$ cat config.mk
export PLATFORM = sky130hd
export DESIGN_NAME = wave_load_sched
export DESIGN_NICKNAME = d
export VERILOG_FILES = /design/src/rtl/wave_load_sched_pkg.sv /design/src/rtl/wave_load_sched_fifo.sv /design/src/rtl/wave_load_sched.sv
export SDC_FILE = /design/constraint.sdc
export NUM_CORES = 1
export LEC_CHECK = 0
export ABC_AREA = 1
export CAP_MARGIN = 20
export CORE_MARGIN = 1.5
export CORE_UTILIZATION = 46
export DETAILED_ROUTE_END_ITERATION = 7
export SLEW_MARGIN = 20
export SYNTH_ARGS = -nofsm -noshare
export SYNTH_HDL_FRONTEND = slang
export SYNTH_SLANG_ARGS = --single-unit
$ cat constraint.sdc
create_clock -name iCLK -period 4.4 [get_ports iCLK]
set_input_delay 1.1 -clock iCLK [delete_from_list [all_inputs] [get_ports iCLK]]
set_output_delay 1.1 -clock iCLK [all_outputs]
set_load 0.03 [all_outputs]
$ cat src/rtl/wave_load_sched_pkg.sv
// Shared mode codes and scheduler state encoding
// for the waveform load scheduler.
package wave_load_sched_pkg;

  localparam logic [7:0] MODE_IDLE            = 8'd0;
  localparam logic [7:0] MODE_SET_CH_WAVEFORM = 8'd1;
  localparam logic [7:0] MODE_CMD_ARM         = 8'd5;

  localparam logic [2:0] ST_IDLE   = 3'd0;
  localparam logic [2:0] ST_LOAD_T = 3'd1;
  localparam logic [2:0] ST_LOAD_V = 3'd2;
  localparam logic [2:0] ST_GAP    = 3'd3;
  localparam logic [2:0] ST_ARMED  = 3'd4;
  localparam logic [2:0] ST_RUN    = 3'd5;

  function automatic logic [7:0] mode_of(input logic [2:0] st);
    logic [7:0] m;
    m = MODE_IDLE;
    case (st)
      ST_LOAD_T,
      ST_LOAD_V,
      ST_GAP:   m = MODE_SET_CH_WAVEFORM;
      ST_ARMED,
      ST_RUN:   m = MODE_CMD_ARM;
      default:  m = MODE_IDLE;
    endcase
    return m;
  endfunction

endpackage

$ cat src/rtl/wave_load_sched_fifo.sv
// Entry FIFO for the load scheduler: registered storage,
// pointer + count, no write-to-read bypass.
module sched_fifo #(
  parameter int DEPTH = 16,
  parameter int W     = 41
) (
  input  logic         clk,
  input  logic         rst_n,
  input  logic         flush,
  input  logic         wr_en,
  input  logic         rd_en,
  input  logic [W-1:0] wr_data,
  output logic [W-1:0] rd_data,
  output logic         full,
  output logic         empty,
  output logic         one_left
);

  localparam int AW = $clog2(DEPTH);
  localparam logic [AW:0] FULL_CNT = (AW+1)'(DEPTH);
  localparam logic [AW:0] ONE_CNT  = (AW+1)'(1);

  logic [W-1:0]  mem [DEPTH];
  logic [AW-1:0] wr_ptr;
  logic [AW-1:0] rd_ptr;
  logic [AW:0]   count;
  logic          do_wr;
  logic          do_rd;

  assign full     = (count == FULL_CNT);
  assign empty    = (count == '0);
  assign one_left = (count == ONE_CNT);
  assign do_wr    = wr_en && !full && !flush;
  assign do_rd    = rd_en && !empty && !flush;
  assign rd_data  = mem[rd_ptr];

  always_ff @(posedge clk) begin
    if (do_wr) mem[wr_ptr] <= wr_data;
  end

  always_ff @(posedge clk or negedge rst_n) begin
    if (!rst_n) begin
      wr_ptr <= '0;
      rd_ptr <= '0;
      count  <= '0;
    end else if (flush) begin
      wr_ptr <= '0;
      rd_ptr <= '0;
      count  <= '0;
    end else begin
      if (do_wr) wr_ptr <= wr_ptr + 1'b1;
      if (do_rd) rd_ptr <= rd_ptr + 1'b1;
      case ({do_wr, do_rd})
        2'b10:   count <= count + ONE_CNT;
        2'b01:   count <= count - ONE_CNT;
        default: count <= count;
      endcase
    end
  end

endmodule

$ cat src/rtl/wave_load_sched.sv
// Waveform load scheduler: streams FIFO entries to the
// generator in 3-cycle triplets, then arms and runs on trigger.
module wave_load_sched #(
  parameter int BIT_NUM = 32,
  parameter int DEPTH   = 16
) (
  input  logic               iCLK,
  input  logic               iNRST,
  input  logic               iWR_VALID,
  input  logic [7:0]         iWR_CHANNEL,
  input  logic [BIT_NUM-1:0] iWR_TIME,
  input  logic               iWR_VAL,
  input  logic               iCMD_ARM,
  input  logic               iCMD_ABORT,
  input  logic [BIT_NUM-1:0] iPERIOD,
  input  logic               iTRIG,
  output logic [7:0]         oMODE,
  output logic               oFLAG_TIME_READY,
  output logic               oFLAG_CH_VAL_READY,
  output logic [7:0]         oDATA_CHANNEL,
  output logic [BIT_NUM-1:0] oDATA_TIME,
  output logic               oDATA_CH_VAL,
  output logic               oFULL,
  output logic               oOVERFLOW,
  output logic               oARMED,
  output logic               oRUNNING,
  output logic               oTRIG_SYNC,
  output logic               oOUTPUT_CLK_RESET,
  output logic               oDONE
);

  import wave_load_sched_pkg::*;

  localparam int EW = 8 + BIT_NUM + 1;
  localparam logic [BIT_NUM-1:0] ONE = BIT_NUM'(1);

  logic [2:0]         state_q;
  logic [2:0]         state_d;
  logic               arm_pending_q;
  logic               overflow_q;
  logic [2:0]         trig_sync_q;
  logic               trig_pulse_q;
  logic [BIT_NUM-1:0] cnt_q;
  logic [BIT_NUM-1:0] period_q;

  logic          fifo_full;
  logic          fifo_empty;
  logic          fifo_one;
  logic [EW-1:0] head;

  logic busy;
  logic wr_accept;
  logic pop;
  logic arm_req;
  logic more;
  logic trig_edge;
  logic trig_go;
  logic run_last;
  logic load_phase;

  assign busy      = (state_q == ST_ARMED) || (state_q == ST_RUN);
  assign wr_accept = iWR_VALID && !fifo_full && !busy && !iCMD_ABORT;
  assign pop       = (state_q == ST_GAP) && !iCMD_ABORT;
  assign arm_req   = arm_pending_q || iCMD_ARM;
  assign more      = !fifo_one || wr_accept;
  assign trig_edge = trig_sync_q[1] && !trig_sync_q[2];
  assign trig_go   = (state_q == ST_ARMED) && trig_edge;
  assign run_last  = (cnt_q == period_q - ONE);

  sched_fifo #(
    .DEPTH (DEPTH),
    .W     (EW)
  ) u_fifo (
    .clk      (iCLK),
    .rst_n    (iNRST),
    .flush    (iCMD_ABORT),
    .wr_en    (wr_accept),
    .rd_en    (pop),
    .wr_data  ({iWR_CHANNEL, iWR_TIME, iWR_VAL}),
    .rd_data  (head),
    .full     (fifo_full),
    .empty    (fifo_empty),
    .one_left (fifo_one)
  );

  // Loading waits while a write burst is in progress in IDLE.
  always_comb begin
    state_d = state_q;
    if (iCMD_ABORT) begin
      state_d = ST_IDLE;
    end else begin
      case (state_q)
        ST_IDLE: begin
          if (iWR_VALID)        state_d = ST_IDLE;
          else if (!fifo_empty) state_d = ST_LOAD_T;
          else if (arm_req)     state_d = ST_ARMED;
        end
        ST_LOAD_T: state_d = ST_LOAD_V;
        ST_LOAD_V: state_d = ST_GAP;
        ST_GAP: begin
          if (more)         state_d = ST_LOAD_T;
          else if (arm_req) state_d = ST_ARMED;
          else              state_d = ST_IDLE;
        end
        ST_ARMED: if (trig_edge) state_d = ST_RUN;
        ST_RUN:   if (run_last)  state_d = ST_IDLE;
        default:  state_d = ST_IDLE;
      endcase
    end
  end

  always_ff @(posedge iCLK or negedge iNRST) begin
    if (!iNRST) begin
      state_q       <= ST_IDLE;
      arm_pending_q <= 1'b0;
      overflow_q    <= 1'b0;
    end else begin
      state_q <= state_d;
      if (iCMD_ABORT || state_d == ST_ARMED)
        arm_pending_q <= 1'b0;
      else if (iCMD_ARM && !busy)
        arm_pending_q <= 1'b1;
      if (iCMD_ABORT)
        overflow_q <= 1'b0;
      else if (iWR_VALID && !wr_accept)
        overflow_q <= 1'b1;
    end
  end

  always_ff @(posedge iCLK or negedge iNRST) begin
    if (!iNRST) begin
      trig_sync_q  <= '0;
      trig_pulse_q <= 1'b0;
      cnt_q        <= '0;
      period_q     <= ONE;
    end else begin
      trig_sync_q  <= {trig_sync_q[1:0], iTRIG};
      trig_pulse_q <= trig_go && !iCMD_ABORT;
      if (trig_go && !iCMD_ABORT) begin
        cnt_q    <= '0;
        period_q <= (iPERIOD == '0) ? ONE : iPERIOD;
      end else if (state_q == ST_RUN) begin
        cnt_q <= cnt_q + ONE;
      end
    end
  end

  assign load_phase = (state_q == ST_LOAD_T) || (state_q == ST_LOAD_V);

  assign oMODE              = mode_of(state_q);
  assign oFLAG_TIME_READY   = (state_q == ST_LOAD_T);
  assign oFLAG_CH_VAL_READY = (state_q == ST_LOAD_V);
  assign {oDATA_CHANNEL, oDATA_TIME, oDATA_CH_VAL} =
    load_phase ? head : '0;
  assign oFULL              = fifo_full;
  assign oOVERFLOW          = overflow_q;
  assign oARMED             = (state_q == ST_ARMED);
  assign oRUNNING           = (state_q == ST_RUN);
  assign oTRIG_SYNC         = trig_pulse_q;
  assign oOUTPUT_CLK_RESET  = trig_pulse_q;
  assign oDONE = (state_q == ST_RUN) && run_last && !iCMD_ABORT;

endmodule
==> results of run 1 <==
area by class of cell:
class | instances | share of cell area (%)
sequential | 742 | 59.3
multi-input combinational | 1634 | 23.3
timing repair buffer | 195 | 6.61
clock buffer | 94 | 5.63
tap | 873 | 2.96
clock inverter | 44 | 1.11
inverter | 105 | 1.10
antenna | 1 | 0.00679
state kept, by name (all words and copies together), names as in the netlist:
name / count
period_q: 32
oOUTPUT_CLK_RESET: 1
trig_sync_q: 3
u_fifo.rd_ptr: 4
arm_pending_q: 1
u_fifo.mem: 656
cnt_q: 32
state_q: 3
u_fifo.wr_ptr: 4
u_fifo.count: 5
oOVERFLOW: 1
metrics by stage:
step	hold WS (ns)	setup WS (ns)	utilization (%)
2_1_floorplan	0.331	0.505	-
3_3_place_gp	0.335	0.578	51.1
3_5_place_dp	0.365	0.593	51.1
4_1_cts	0.378	0.0537	54.8
5_1_grt	0.401	0.00611	54.9
6_report	0.378	0.164	54.9
worst max-delay path, delay by kind of cell, from the launching register on:
kind                   cells  cell delay, ns
AOI/OAI and AO/OA          3            0.86
buffers and inverters      3            0.91
DFF                        1            0.62
and+or+nand+nor            1            0.06
routing by layer:
layer / track usage (%) / vias to the layer above / wire [um]
met1: 32.6 / 10400 / 35500
met5: 0 / - / 20
met4: 7.61 / 4 / 2240
li1: - / 9737 / -
met2: 37.9 / 681 / 38800
met3: 3.84 / 140 / 4940
path summary, 6_finish.rpt:
path | from | endpoint | slack [ns]
max | u_fifo.rd_ptr[0] | oDATA_TIME[24] | 0.16
min | trig_sync_q[1] | trig_sync_q[2] | 0.38
min reg2reg | trig_sync_q[1] | trig_sync_q[2] | 0.38
min in group asynchronous | iNRST | period_q[6] | 0.58
max reg2reg | u_fifo.count[0] | u_fifo.mem[11][18] | 1.53
max in group asynchronous | iNRST | oOUTPUT_CLK_RESET | 2.95
timing repair:
item | CTS | global route
cloned | 0 | 0
resized for setup | 2 | 7
setup endpoints to repair | 2 | 7
logic make-up (layout without fill, tap and decap cells):
family / Yosys count / in the layout
other: 1 / 7
buffers and inverters: 243 / 438
AND/OR/NAND/NOR: 940 / 940
AO/OA/AOI/OAI: 558 / 558
flip-flops: 742 / 742
multiplexers: 82 / 82
adder cells (fa/ha/maj): 10 / 10
XOR/XNOR: 38 / 38
synth_stat cells (3+ instances only):
library cell / instances / share of area (%)
inv_2: 5 / 0.060
nor3_1: 60 / 0.96
dfrtp_1: 85 / 6.8
inv_1: 97 / 1.2
nand3b_1: 4 / 0.096
nand3_2: 4 / 0.13
a211oi_1: 43 / 1.0
o221ai_1: 41 / 1.2
o21a_1: 3 / 0.072
nor4_1: 12 / 0.24
buf_2: 12 / 0.19
edfxtp_1: 656 / 63
o21ai_0: 214 / 3.4
ha_1: 10 / 0.40
mux2i_1: 82 / 2.6
nand4_1: 17 / 0.34
nor3b_1: 4 / 0.096
clkbuf_1: 109 / 1.3
buf_1: 9 / 0.11
nand2_1: 482 / 5.8
a31oi_1: 4 / 0.080
xor2_1: 20 / 0.56
o21bai_1: 6 / 0.14
xnor2_1: 18 / 0.51
nor2_4: 3 / 0.11
o31ai_1: 6 / 0.14
nand3_1: 41 / 0.66
o22ai_1: 83 / 1.7
buf_4: 7 / 0.17
nor2_1: 296 / 3.6
a21oi_1: 154 / 2.5
where the power goes:
group          switching [uW]  internal, uW  total [uW]
clock network            2670          3720        6400
logic                    2580          1620        4200
registers                 385          7980        8370
==> metrics.txt, run 1 <==
status=completed; Post-synth ARST share=11.6%; ordered list of cells on the worst path=inv_6, buf_12, o21ai_0, o22ai_1, nand2_1, a211oi_1, buf_12; Hold WC Path Type=reg2reg; initial antenna violation count=3; Hold Path Depth=0; CP max stage delay=0.63 ns; area occupied by multi-input gates=0.00858 mm2; Die Wd=263 um; drt initial violations=1955; R2R cell count=10; GP Congestion=0.874; register area=0.0219 mm2; post-placement cell count=3549; Critical Path Most Common Cell=buf_12; Ys Warns=0; Max VDD drop=0.419 mV; vias in the first global route=20300; fill cell total of the finished layout=5486; Max-slew headroom=46.5%; synth unique cells=50; Compound-Gate Fraction of Synth Area=10.3%; IO Port Bufs=130; drt pass-1 iters=7; Synth Area in XOR/XNOR=1.07%; Die ar.=0.0694 mm2; largest net degree at the start of global routing=126; main flop type after synthesis=edfxtp_1; CTS sink cnt=742; worst-path fanout max=54; mapped cell area=0.0312 mm2; area of the core=0.0672 mm2; Die Height=263 um; Clock Latency Late Sink=0.61 ns; Worst EP required=3.30 ns; total wire length=81600 um; maximum buffer depth of the clock tree=3; Hold Buf Count CTS=0; Post-Synthesis Cells=2614; final period utilization=96.3%; sequential area share after synthesis=70.0%; commonest non-fill, non-tap cell in the layout=edfxtp_1; Std-Cell Rows=95; setup TNS=0 ns; leak pwr=0.0130 uW; GR Util All Layers=23.5%; Clock Tree Root=clkbuf_16; Worst EP arrival=3.14 ns; EDFF count, synth=656; IO Pins=137; RSZ-0062 raised after global routing=false; total grt overflow=0; Final Hold Fails=0; antenna viol nets, final=0; layout cells sized above 1=9.88%; Slowest cell on crit path=a211oi_1; first-pass GRT wire length=124000 um; Inserted Clock Buffers=78; area post-placement=0.0343 mm2; Yosys reg bits=742; Worst-path clk slew=0.06 ns; commonest non-fill, non-tap cells in the layout=edfxtp_1 (656), nand2_1 (481), nor2_1 (277); power per cell area=514 mW/mm2; crit path time final=4.24 ns; fin nets=2845; H-Tree Depth=3; crit path capture type=primary output; DRC errors left=0; vias=21000; syn avg cell area=11.9 um2; Final Instance Count excl. Fillers=3688; starting density of the core=46.5%; largest family of logic cells by synthesized area=simple AND/OR/NAND/NOR gates; post-synthesis adder-cell area fraction=0.401%; final setup violation count=0; clock skew=0.0185 ns; Max Fclk=236 MHz; Post-CTS Setup Bufs=0; Max Slew Vio Count=0; WL/cell=22.1 um; DR vias/cell=5.69; post-route design area=0.0369 mm2; CTS tree=done; CP Launch Type=flop; Tot Pwr=19000 uW; detailed placement HPWL=45400 um; post-synthesis simple-gate area fraction=12.5%; Crit Path Category=reg2out; synthesis-to-finish area growth=18.1%; slew at the pin with the worst max-slew slack=0.803 ns; total of max-cap violations=0; post-synthesis mux area share=2.63%
Power figures use the tool's default switching activity.
==> inputs of run 2 (changes only) <==
- CORE_UTILIZATION: 46 -> 50
- HOLD_SLACK_MARGIN: not set -> 0.06
- PLACE_DENSITY: not set -> 0.68
==> run 2 against run 1 <==
  * Sequential power barely moved
  * Highest routed layer unchanged
  * Routed wire length barely moved
  * Core utilization rose by 5.0 points
  * Combinational power rose by 2%
  * Sequential share of layout area fell by 0.19 points
  * Final cell count fell by 0.57%
  * Global-route usage rose by 2.0 points
  * Power rose by 0.10%
  * Flip-flop and latch count did not move
  * First-iteration DRC count rose by 17%
  * Die area fell by 7.9%
  * Critical endpoint is now oDATA_TIME[28]
  * Clock-buffer cell count rose by 3
==> metrics.txt, run 2 (synthesis gave the netlist of run 1 again) <==
status=completed; final period utilization=96.5%; crit path capture type=primary output; Worst EP required=3.30 ns; Hold WC Path Type=reg2reg; commonest non-fill, non-tap cells in the layout=edfxtp_1 (656), nand2_1 (481), nor2_1 (277); DRC errors left=0; first-pass GRT wire length=123000 um; Final WS setup=0.154 ns; GP Congestion=0.883; total grt overflow=0; Largest Register=u_fifo.mem; post-placement cell count=3523; largest net degree at the start of global routing=173; DR vias/cell=5.80; worst-path fanout max=25; setup TNS=0 ns; WL/cell=22.2 um; area of the core=0.0617 mm2; Hold Buf Count CTS=0; commonest non-fill, non-tap cell in the layout=edfxtp_1; IO Pins=137; leak pwr=0.0131 uW; antenna viol nets, final=0; vias=21300; Die ar.=0.0639 mm2; fin nets=2856; CTS sink cnt=742; Tot Pwr=19000 uW; R2R Setup Slk=1.49 ns; RSZ-0062 raised after global routing=false; CTS tree=done; total wire length=81500 um; maximum buffer depth of the clock tree=3; crit path time final=4.25 ns; Std-Cell Rows=91; Max Slew Vio Count=0; Worst EP arrival=3.15 ns; Die Wd=253 um; final setup violation count=0; IO Port Bufs=130; clock skew=0.0233 ns; fill cell total of the finished layout=4897; drt pass-1 iters=5; Die Height=253 um; Max-slew headroom=48.2%; CP Launch Type=flop; Inserted Clock Buffers=77; vias in the first global route=20500; post-route design area=0.0370 mm2; detailed placement HPWL=47300 um; GR Util All Layers=25.5%; area post-placement=0.0344 mm2; power per cell area=513 mW/mm2; biggest regs=u_fifo.mem x656, cnt_q x32, period_q x32; total of max-cap violations=0; Max VDD drop=0.433 mV; H-Tree Depth=3; synthesis-to-finish area growth=18.5%; Clock Latency Late Sink=0.62 ns; Max Fclk=236 MHz; slew at the pin with the worst max-slew slack=0.773 ns; layout cells sized above 1=10.0%; Clock Tree Root=clkbuf_16; Crit Path Category=reg2out; initial antenna violation count=3; Final Hold Fails=0; starting density of the core=50.6%; drt initial violations=2280; Largest register FFs=656; DP Worst Slack=0.598 ns; Final Instance Count excl. Fillers=3667; Worst-path clk slew=0.06 ns
-- run 2: per-stage QoR --
stage | hold WS, ns | utilization, %
finish | 0.351 | 59.9
global route | 0.355 | 59.9
CTS | 0.356 | 59.8
detailed placement | 0.339 | 55.8
global placement | 0.335 | 55.8
floorplan | 0.331 | -
-- run 2: final timing paths --
check                                  from            endpoint  cells after the start
max                        u_fifo.rd_ptr[2]      oDATA_TIME[28]                      8
min                          trig_sync_q[0]      trig_sync_q[1]                      0
max reg2reg                      state_q[0]  u_fifo.mem[12][11]                      9
min reg2reg                  trig_sync_q[0]      trig_sync_q[1]                      0
max in group asynchronous             iNRST     u_fifo.count[4]                      2
min in group asynchronous             iNRST         period_q[4]                      1
-- run 2: what timing repair did --
action | CTS | global route
resized for setup | 1 | 10
buffers inserted | 0 | 1
gates cloned | 0 | 1
pin swaps | 0 | 0
setup endpoints to repair | 1 | 11
-- run 2: final cells by class --
cell class	instances	area [um2]	area share [%]
sequential	742	21900	59.1
inverter	105	408	1.10
clock inverter	44	467	1.26
multi-input combinational	1634	8580	23.2
clock buffer	97	2000	5.41
antenna	1	2.50	0.00677
timing repair buffer	207	2610	7.07
tap	837	1050	2.83
-- run 2: critical path, cell delays in order (launching register included) --
cell and delay, ns:
dfrtp_1 0.41, clkinv_2 0.08, nor2_1 0.14, clkinv_2 0.37, buf_12 0.32, o221ai_1 0.30
a21oi_1 0.09, a211oi_1 0.55, buf_12 0.20
-- run 2: routing by layer --
layer | GRT usage (%) | share of wire [%] | wire [um]
met2 | 41.2 | 48 | 38900
met4 | 7.05 | 2.3 | 1860
met1 | 36.2 | 43 | 34800
met3 | 3.88 | 7.3 | 5930
met5 | 0 | 0.031 | 25
-- run 2: power breakdown --
group          leakage [uW]  switching, uW  internal [uW]
combinational       0.00489           2640           1630
sequential          0.00702            358           7980
clock               0.00119           2690           3670
